<file path="src/rtl/apuf_multi_eval.sv">
// apuf_multi_eval: multi-chain arbiter-PUF evaluation engine.
// Latches a challenge, fires the launch trigger nRep times with SETTLE-cycle
// relax/fire windows, counts arbiter ones per chain and majority-votes them.
// Optional build macro APUF_XOR_EN: when defined, resp_xor is the registered
// XOR of all voted responses; when undefined, resp_xor is tied low.
module apuf_multi_eval #(
  parameter int nStage = 64,
  parameter int nChain = 4,
  parameter int nRep   = 5,
  parameter int SETTLE = 4
) (
  input  logic              clk,
  input  logic              rst,
  input  logic              start,
  input  logic [nStage-1:0] chal,
  output logic [nStage-1:0] chal_o,
  output logic              trig_o,
  input  logic [nChain-1:0] arb_i,
  output logic              busy,
  output logic              done,
  output logic [nChain-1:0] resp,
  output logic [nChain-1:0] unstable,
  output logic              resp_xor
);

  localparam int CW = $clog2(nRep + 1);
  localparam int SW = $clog2(SETTLE + 1);

  localparam logic [2:0] S_IDLE   = 3'd0;
  localparam logic [2:0] S_RELAX  = 3'd1;
  localparam logic [2:0] S_FIRE   = 3'd2;
  localparam logic [2:0] S_SAMPLE = 3'd3;
  localparam logic [2:0] S_VOTE   = 3'd4;

  logic [2:0]        state;
  logic [2:0]        state_nxt;
  logic [SW-1:0]     settle_cnt;
  logic [CW-1:0]     rep_cnt;
  logic [CW-1:0]     ones     [nChain];
  logic [CW-1:0]     ones_sum [nChain];
  logic [nChain-1:0] sync1;
  logic [nChain-1:0] sync2;
  logic [nChain-1:0] vote_resp;
  logic [nChain-1:0] vote_unst;
  logic              settle_done;
  logic              last_rep;

  assign settle_done = (settle_cnt == SW'(SETTLE - 1));
  assign last_rep    = (rep_cnt == CW'(nRep - 1));

  // Next-state logic: relax and fire windows each last SETTLE cycles.
  always_comb begin
    state_nxt = state;
    case (state)
      S_IDLE:   if (start) state_nxt = S_RELAX;
      S_RELAX:  if (settle_done) state_nxt = S_FIRE;
      S_FIRE:   if (settle_done) state_nxt = S_SAMPLE;
      S_SAMPLE: state_nxt = last_rep ? S_VOTE : S_RELAX;
      S_VOTE:   state_nxt = S_IDLE;
      default:  state_nxt = S_IDLE;
    endcase
  end

  // Per-chain tally including the current sample, and the vote derived from it.
  always_comb begin
    vote_resp = '0;
    vote_unst = '0;
    for (int k = 0; k < nChain; k++) begin
      ones_sum[k]  = ones[k] + CW'(sync2[k]);
      vote_resp[k] = (ones_sum[k] > CW'(nRep / 2));
      vote_unst[k] = (ones_sum[k] != '0) && (ones_sum[k] != CW'(nRep));
    end
  end

  // Settle counter restarts at every window boundary.
  always_ff @(posedge clk) begin
    if (rst) begin
      settle_cnt <= '0;
    end else if ((state == S_RELAX || state == S_FIRE) && !settle_done) begin
      settle_cnt <= settle_cnt + 1'b1;
    end else begin
      settle_cnt <= '0;
    end
  end

  // Two-flop synchroniser for the asynchronous arbiter outputs.
  always_ff @(posedge clk) begin
    if (rst) begin
      sync1 <= '0;
      sync2 <= '0;
    end else begin
      sync1 <= arb_i;
      sync2 <= sync1;
    end
  end

  // FSM state and registered control outputs, decoded from the next state so
  // trig_o, busy and done come straight off flops and never glitch.
  always_ff @(posedge clk) begin
    if (rst) begin
      state  <= S_IDLE;
      trig_o <= 1'b0;
      busy   <= 1'b0;
      done   <= 1'b0;
    end else begin
      state  <= state_nxt;
      trig_o <= (state_nxt == S_FIRE) || (state_nxt == S_SAMPLE);
      busy   <= (state_nxt != S_IDLE);
      done   <= (state_nxt == S_VOTE);
    end
  end

  // Challenge latch, rep/ones counters and vote results; the vote is captured
  // on the final sample edge so resp/unstable are valid in the same cycle as done.
  always_ff @(posedge clk) begin
    if (rst) begin
      chal_o   <= '0;
      rep_cnt  <= '0;
      resp     <= '0;
      unstable <= '0;
      for (int k = 0; k < nChain; k++) ones[k] <= '0;
    end else begin
      case (state)
        S_IDLE: begin
          if (start) begin
            chal_o  <= chal;
            rep_cnt <= '0;
            for (int k = 0; k < nChain; k++) ones[k] <= '0;
          end
        end
        S_SAMPLE: begin
          rep_cnt <= rep_cnt + 1'b1;
          for (int k = 0; k < nChain; k++) ones[k] <= ones_sum[k];
          if (last_rep) begin
            resp     <= vote_resp;
            unstable <= vote_unst;
          end
        end
        default: ;
      endcase
    end
  end

`ifdef APUF_XOR_EN
  // XOR-APUF response, captured together with the voted responses.
  always_ff @(posedge clk) begin
    if (rst) begin
      resp_xor <= 1'b0;
    end else if (state == S_SAMPLE && last_rep) begin
      resp_xor <= ^vote_resp;
    end
  end
`else
  assign resp_xor = 1'b0;
`endif

endmodule
</file>
<file path="config.mk">
export PLATFORM = sky130hd
export DESIGN_NAME = apuf_multi_eval
export DESIGN_NICKNAME = d
export VERILOG_FILES = /design/src/rtl/apuf_multi_eval.sv
export SDC_FILE = /design/constraint.sdc
export NUM_CORES = 1
export LEC_CHECK = 0
export CELL_PAD_IN_SITES_DETAIL_PLACEMENT = 0
export CELL_PAD_IN_SITES_GLOBAL_PLACEMENT = 1
export CORE_MARGIN = 4
export CORE_UTILIZATION = 32
export DETAILED_ROUTE_END_ITERATION = 10
export PLACE_DENSITY_LB_ADDON = 0.2
export SLEW_MARGIN = 40
export SYNTH_ARGS = -nofsm -noshare
export SYNTH_HDL_FRONTEND = slang
export SYNTH_SLANG_ARGS = --single-unit
</file>
<file path="constraint.sdc">
create_clock -name clk -period 1.7 [get_ports clk]
set_clock_uncertainty 0.15 [all_clocks]
set_input_delay 0.51 -clock clk [delete_from_list [all_inputs] [get_ports clk]]
set_output_delay 0.51 -clock clk [all_outputs]
set_load 0.02 [all_outputs]
</file>
==> metrics, run 1 <==
GRT overflow 0; startpoint type of the worst setup path flip-flop; Final ANT Viol Nets 0; initial antenna violation count 0; Layout Nets 668; slowest cell delay on critical path 340 ps; unrepaired setup endpoints after global routing true; Critical Path, Cell by Cell dlygate4sd2_1; PortBufs 145; crit path buf inv count 1; 1st-iter DRT viols 128; Placed Area 5575 µm²; most common cell after layout, fill and taps aside nand2_1; DRT Pass-1 Iters 4; die width 118.9 µm; Cell Pwr Density 950.5 nW/µm²; vias in the first global route 3459; final hold vios 0; IO Pins 147; first-pass GRT wire length 16.88 mm; Gate Count Post-Synth 438; total CTS buffers 9; storage element area 2178 µm²; Unique masters post-synth 32; slowest CP cell dlygate4sd2_1; fillers 1161; Initial Utilization 0.3274; full die area 14130 µm²; Critical Setup Path Class reg2out; routability cong. 0.7327; synthesis warning total 0; CTS H-tree lvls 3; syn nets 521; largest net degree at the start of global routing 39; Multi-input gate area 1599 µm²; Synth top area share 0.4836; vias per inst 4.647; max-cap viol count 0; clk buf depth 2; clock sink count 104; cell family with most CP delay buffers and inverters; Root Buffer clkbuf_16; drt drc 0; dpl hpwl 7.341 mm; syn avg cell area 8.978 µm²; max-slew violation count 0; synth top area cells dfxtp_1 (48%), nand2_1 (13%), a21oi_1 (9.4%), edfxtp_1 (6.9%), ha_1 (3.8%); Min-Delay Path Class reg2reg; drt wl/cell 14.20 µm; commonest non-fill, non-tap cells in the layout nand2_1 (133), dfxtp_1 (92), a21oi_1 (74); critical path endpoint category output pin; Finish-stage setup viols 0; Inserted Diodes 0; Highest Clock Rate 596.4 MHz; Worst Path Required 1040 ps; flop-to-flop setup slack 40 ps; CTS tree done; LEAKAGE 2.353 nW; clock period minus worst slack 1677 ps; largest fanout on the critical path 2; hold buffer count at cts 0; register area share after synthesis 0.5523; Worst-Skew Late Latency 350 ps; die height 118.9 µm; area leader, netlist dfxtp_1; layout cell share with drive strength beyond 1 0.1339; Synth Register Bits 104; area added between synthesis and finish 48.90%; Tcrit/Tclk final 0.9863; Hold WS 269.1 ps; WP data arrival 1020 ps; maximum vdd drop 0.0007727 V; drt total wl 10.46 mm; core area 12010 µm²; CTS clk-pin slew, worst paths 70 ps; All-Layer GR Usage 0.1491; status completed; post-route design area 5856 µm²; DR vias 3425; # rows 40; final core utilization 0.4875; Syn Std Cell Area 3933 µm²
-- cells in the mapped netlist (all sizes together) --
| cell | number |
|---|---|
| nand3b | 2 |
| and3 | 2 |
| nor2b | 9 |
| and3b | 1 |
| conb | 1 |
| dfxtp | 95 |
| nand4b | 2 |
| and2 | 7 |
| inv | 4 |
| buf | 18 |
| a211oi | 4 |
| nand2 | 135 |
| edfxtp | 9 |
| nor2 | 10 |
| nor3 | 10 |
| o211a | 1 |
| or4b | 1 |
| or3 | 3 |
| clkbuf | 13 |
| o31a | 1 |
| a21oi | 74 |
| mux2 | 1 |
| xnor2 | 4 |
| nor4b | 1 |
| o21ai | 1 |
| xor2 | 7 |
| ha | 12 |
| nand3 | 3 |
| mux2i | 3 |
| a311oi | 4 |
-- power breakdown --
group | switching, mW | internal (mW)
registers | 0.0561 | 2.58
clock network | 0.891 | 1.29
logic | 0.380 | 0.365
total | 1.33 | 4.24
-- area by class of cell --
class / instances / area share
clock buffers: 11 / 0.03974
clock inverters: 5 / 0.01389
inverters: 4 / 0.002564
multi-input cells: 299 / 0.2731
flip-flops and latches: 104 / 0.3720
well taps: 147 / 0.03141
repair buffers: 167 / 0.2673
-- repair_timing --
item	CTS	global route
endpoints found under the setup margin	141	72
gates resized for setup	122	65
gates cloned	1	1
buffers inserted	0	0
pin swaps	1	1
-- logic make-up after synthesis --
kind of cell,synth area share
AO/OA/AOI/OAI,0.1168
XOR/XNOR,0.02450
adder cells (fa/ha/maj),0.03818
buffers and inverters,0.04836
flip-flops,0.5523
multiplexers,0.01050
other,0.0009536
AND/OR/NAND/NOR,0.2084
-- per-stage QoR --
step                      power [mW]  worst slack, ps  cells  TNS [ps]
final                          5.566            23.24    737         0
after global routing           5.816           -8.914    737    -50.00
after CTS                      5.659           0.1419    736         0
after detailed placement       3.479           -479.1    719    -34700
after global placement         3.471           -464.4    719    -33430
after floorplan                3.057            69.01    438         0
-- worst paths after layout --
check | start | endpoint | depth (start not counted)
worst max-delay path | chal_o[44]$_SDFFE_PP0P_ | chal_o[44] | 1
worst min-delay path | settle_cnt[0]$_SDFF_PP0_ | settle_cnt[0]$_SDFF_PP0_ | 1
worst max register to register | state[1]$_SDFF_PP0_ | chal_o[4]$_SDFFE_PP0P_ | 4
worst min register to register | settle_cnt[0]$_SDFF_PP0_ | settle_cnt[0]$_SDFF_PP0_ | 1
-- registers in the layout (all words and copies together) (netlist names) --
register / count
ones: 12
sync1: 4
chal_o: 64
done: 1
sync2: 4
state: 3
rep_cnt: 3
trig_o: 1
settle_cnt: 3
busy: 1
resp: 4
unstable: 4
-- per-layer routing --
metal	GRT usage	vias up	part of all wire
li1	-	1738	-
met5	0	-	0
met4	0.04634	0	0.0091
met1	0.1639	1597	0.41
met3	0.07692	8	0.087
met2	0.2504	82	0.49
Note: power is estimated with default switching activity, not from simulation.
==> run 2, diff against run 1 <==
SETUP_SLACK_MARGIN = 0.4   (was unset)
==> run 2 against run 1 <==
  * Total power is 5.2% higher
  * Via count is 6.1% higher
  * Combinational power is 38% higher
  * Die area stayed put
  * Largest power group unchanged
  * Highest routed layer unchanged
==> metrics, run 2 (synthesis results as in run 1) <==
full die area 14130 µm² (unchanged); fillers 1049 (-9.6%); startpoint type of the worst setup path flip-flop; Cell Pwr Density 821.5 nW/µm² (-14%); max-cap viol count 0 (unchanged); Worst-Skew Late Latency 340 ps (about the same); Worst Setup SP state[0]$_SDFF_PP0_; Inserted Diodes 0 (unchanged); drt total wl 12.07 mm (+15%); unrepaired setup endpoints after global routing true; CTS H-tree lvls 3 (unchanged); routability cong. 0.7417 (+1.2%); 1st-iter DRT viols 135 (+5.5%); largest fanout on the critical path 7 (+5); core area 12010 µm² (unchanged); total power 5.853 mW (+5.2%); dpl hpwl 7.235 mm (-1.4%); Layout Nets 719 (+7.6%); drt wl/cell 15.31 µm (+7.8%); CTS tree done; dpl ws -520.2 ps (-41.18 ps); cell family with most CP delay simple AND/OR/NAND/NOR gates; WP data arrival 1740 ps (+720 ps); die width 118.9 µm (unchanged); max FFs per register 64 (unchanged); die height 118.9 µm (unchanged); cell depth of the worst setup path 4 (+3); Min-Delay Path Class reg2reg; Regs by FF count chal_o (64), ones (12); clock sink count 104 (unchanged); vias in the first global route 3559 (+2.9%); gr busiest metal met2; # rows 40 (unchanged); PortBufs 145 (unchanged); Root Buffer clkbuf_16; GRT overflow 0 (unchanged); DRT Pass-1 Iters 4 (unchanged); slowest cell delay on critical path 650 ps (+310 ps); vias per inst 4.612 (-0.76%); clk buf depth 2 (unchanged); crit path buf inv count 1 (unchanged); first-pass GRT wire length 17.37 mm (+2.9%); initial antenna violation count 0 (unchanged); most common cell after layout, fill and taps aside nand2_1; Tcrit/Tclk final 0.9887 (+0.002360); DR vias 3634 (+6.1%); Worst Setup EP chal_o[25]$_SDFFE_PP0P_; IO Pins 147 (unchanged); capture point of the worst reg-to-reg path chal_o[25]$_SDFFE_PP0P_; final hold vios 0 (unchanged); Initial Utilization 0.3274 (unchanged); maximum vdd drop 0.0007304 V (-5.5%); CTS clk-pin slew, worst paths 70 ps (about the same); status completed; flop-to-flop setup slack 20 ps (-20 ps); final setup margin 19.23 ps (-4.012 ps); Critical Path, Cell by Cell or4b_4 > clkbuf_16 > nand2_2 > a21oi_1; GR Util met1 0.1721 (+0.008216); Hold WS 277.9 ps (+8.758 ps); met2 usage in global routing 0.2565 (+0.006039); LEAKAGE 2.898 nW (+23%); Worst Path Required 1760 ps (+720 ps); Highest Clock Rate 595.0 MHz (-0.24%); layout cell share with drive strength beyond 1 0.5055 (+0.3716); commonest non-fill, non-tap cells in the layout nand2_1 (97), buf_6 (85), dfxtp_2 (77); Reg-to-Reg Start state[0]$_SDFF_PP0_; Top reg by flops chal_o; clock period minus worst slack 1681 ps (+4.012 ps); Critical Setup Path Class reg2reg; drt drc 0 (unchanged); Reg2Reg Depth 4 (unchanged); All-Layer GR Usage 0.1522 (+0.003069); slowest CP cell or4b_4; max-slew violation count 0 (unchanged); Finish-stage setup viols 0 (unchanged); total CTS buffers 9 (unchanged); largest net degree at the start of global routing 60 (+54%); critical path endpoint category flip-flop; met3 Use GR 0.07075 (-0.006173); Final ANT Viol Nets 0 (unchanged); area added between synthesis and finish 81.20%
run 2: stage by stage:
step                TNS, ps    util  area [µm²]  instances
floorplan                 0       -        4115        438
global placement     -33840  0.4803        5769        723
detailed placement   -38200  0.4803        5769        723
CTS                       0  0.5301        6367        748
global route         -10.84  0.5932        7126        788
finish                    0  0.5932        7126        788
run 2: cell type report:
cell class              instances  area (µm²)  area share
repair buffers                217        2344      0.3289
inverters                       4       15.01    0.002107
multi-input cells             300        1989      0.2792
clock buffers                  14       275.3     0.03863
flip-flops and latches        104        2283      0.3205
clock inverters                 2       35.03    0.004917
well taps                     147       183.9     0.02581
run 2: timing repair:
item                                    in CTS  in global routing
hold buffers                                 0                  0
resized for setup                          526                103
gates cloned                                 2                  7
endpoints found under the setup margin     174                177
setup buffers                                7                 33
pin swaps                                    1                 33
run 2: how the worst min path moves through the flow:
stage | start | slack (ps) | cells past startpoint | to
2_1_floorplan | settle_cnt[0]$_SDFF_PP0_ | 250 | 1 | settle_cnt[0]$_SDFF_PP0_
3_3_place_gp | settle_cnt[0]$_SDFF_PP0_ | 260 | 1 | settle_cnt[0]$_SDFF_PP0_
3_5_place_dp | settle_cnt[0]$_SDFF_PP0_ | 270 | 1 | settle_cnt[0]$_SDFF_PP0_
4_1_cts | settle_cnt[0]$_SDFF_PP0_ | 280 | 1 | settle_cnt[0]$_SDFF_PP0_
5_1_grt | settle_cnt[0]$_SDFF_PP0_ | 310 | 1 | settle_cnt[0]$_SDFF_PP0_
6_report | settle_cnt[0]$_SDFF_PP0_ | 280 | 1 | settle_cnt[0]$_SDFF_PP0_
run 2: power by group:
part           internal, mW  total (mW)  switching, mW  leakage (nW)
sequential             2.60        2.68         0.0862         0.910
combinational         0.575        1.03          0.455          1.84
clock                  1.27        2.14          0.867         0.152
run 2: per-layer routing:
metal,vias up,routed length [µm]
met2,95,5945
met3,11,816
li1,1843,-
met4,0,176
met1,1685,5126
met5,-,0
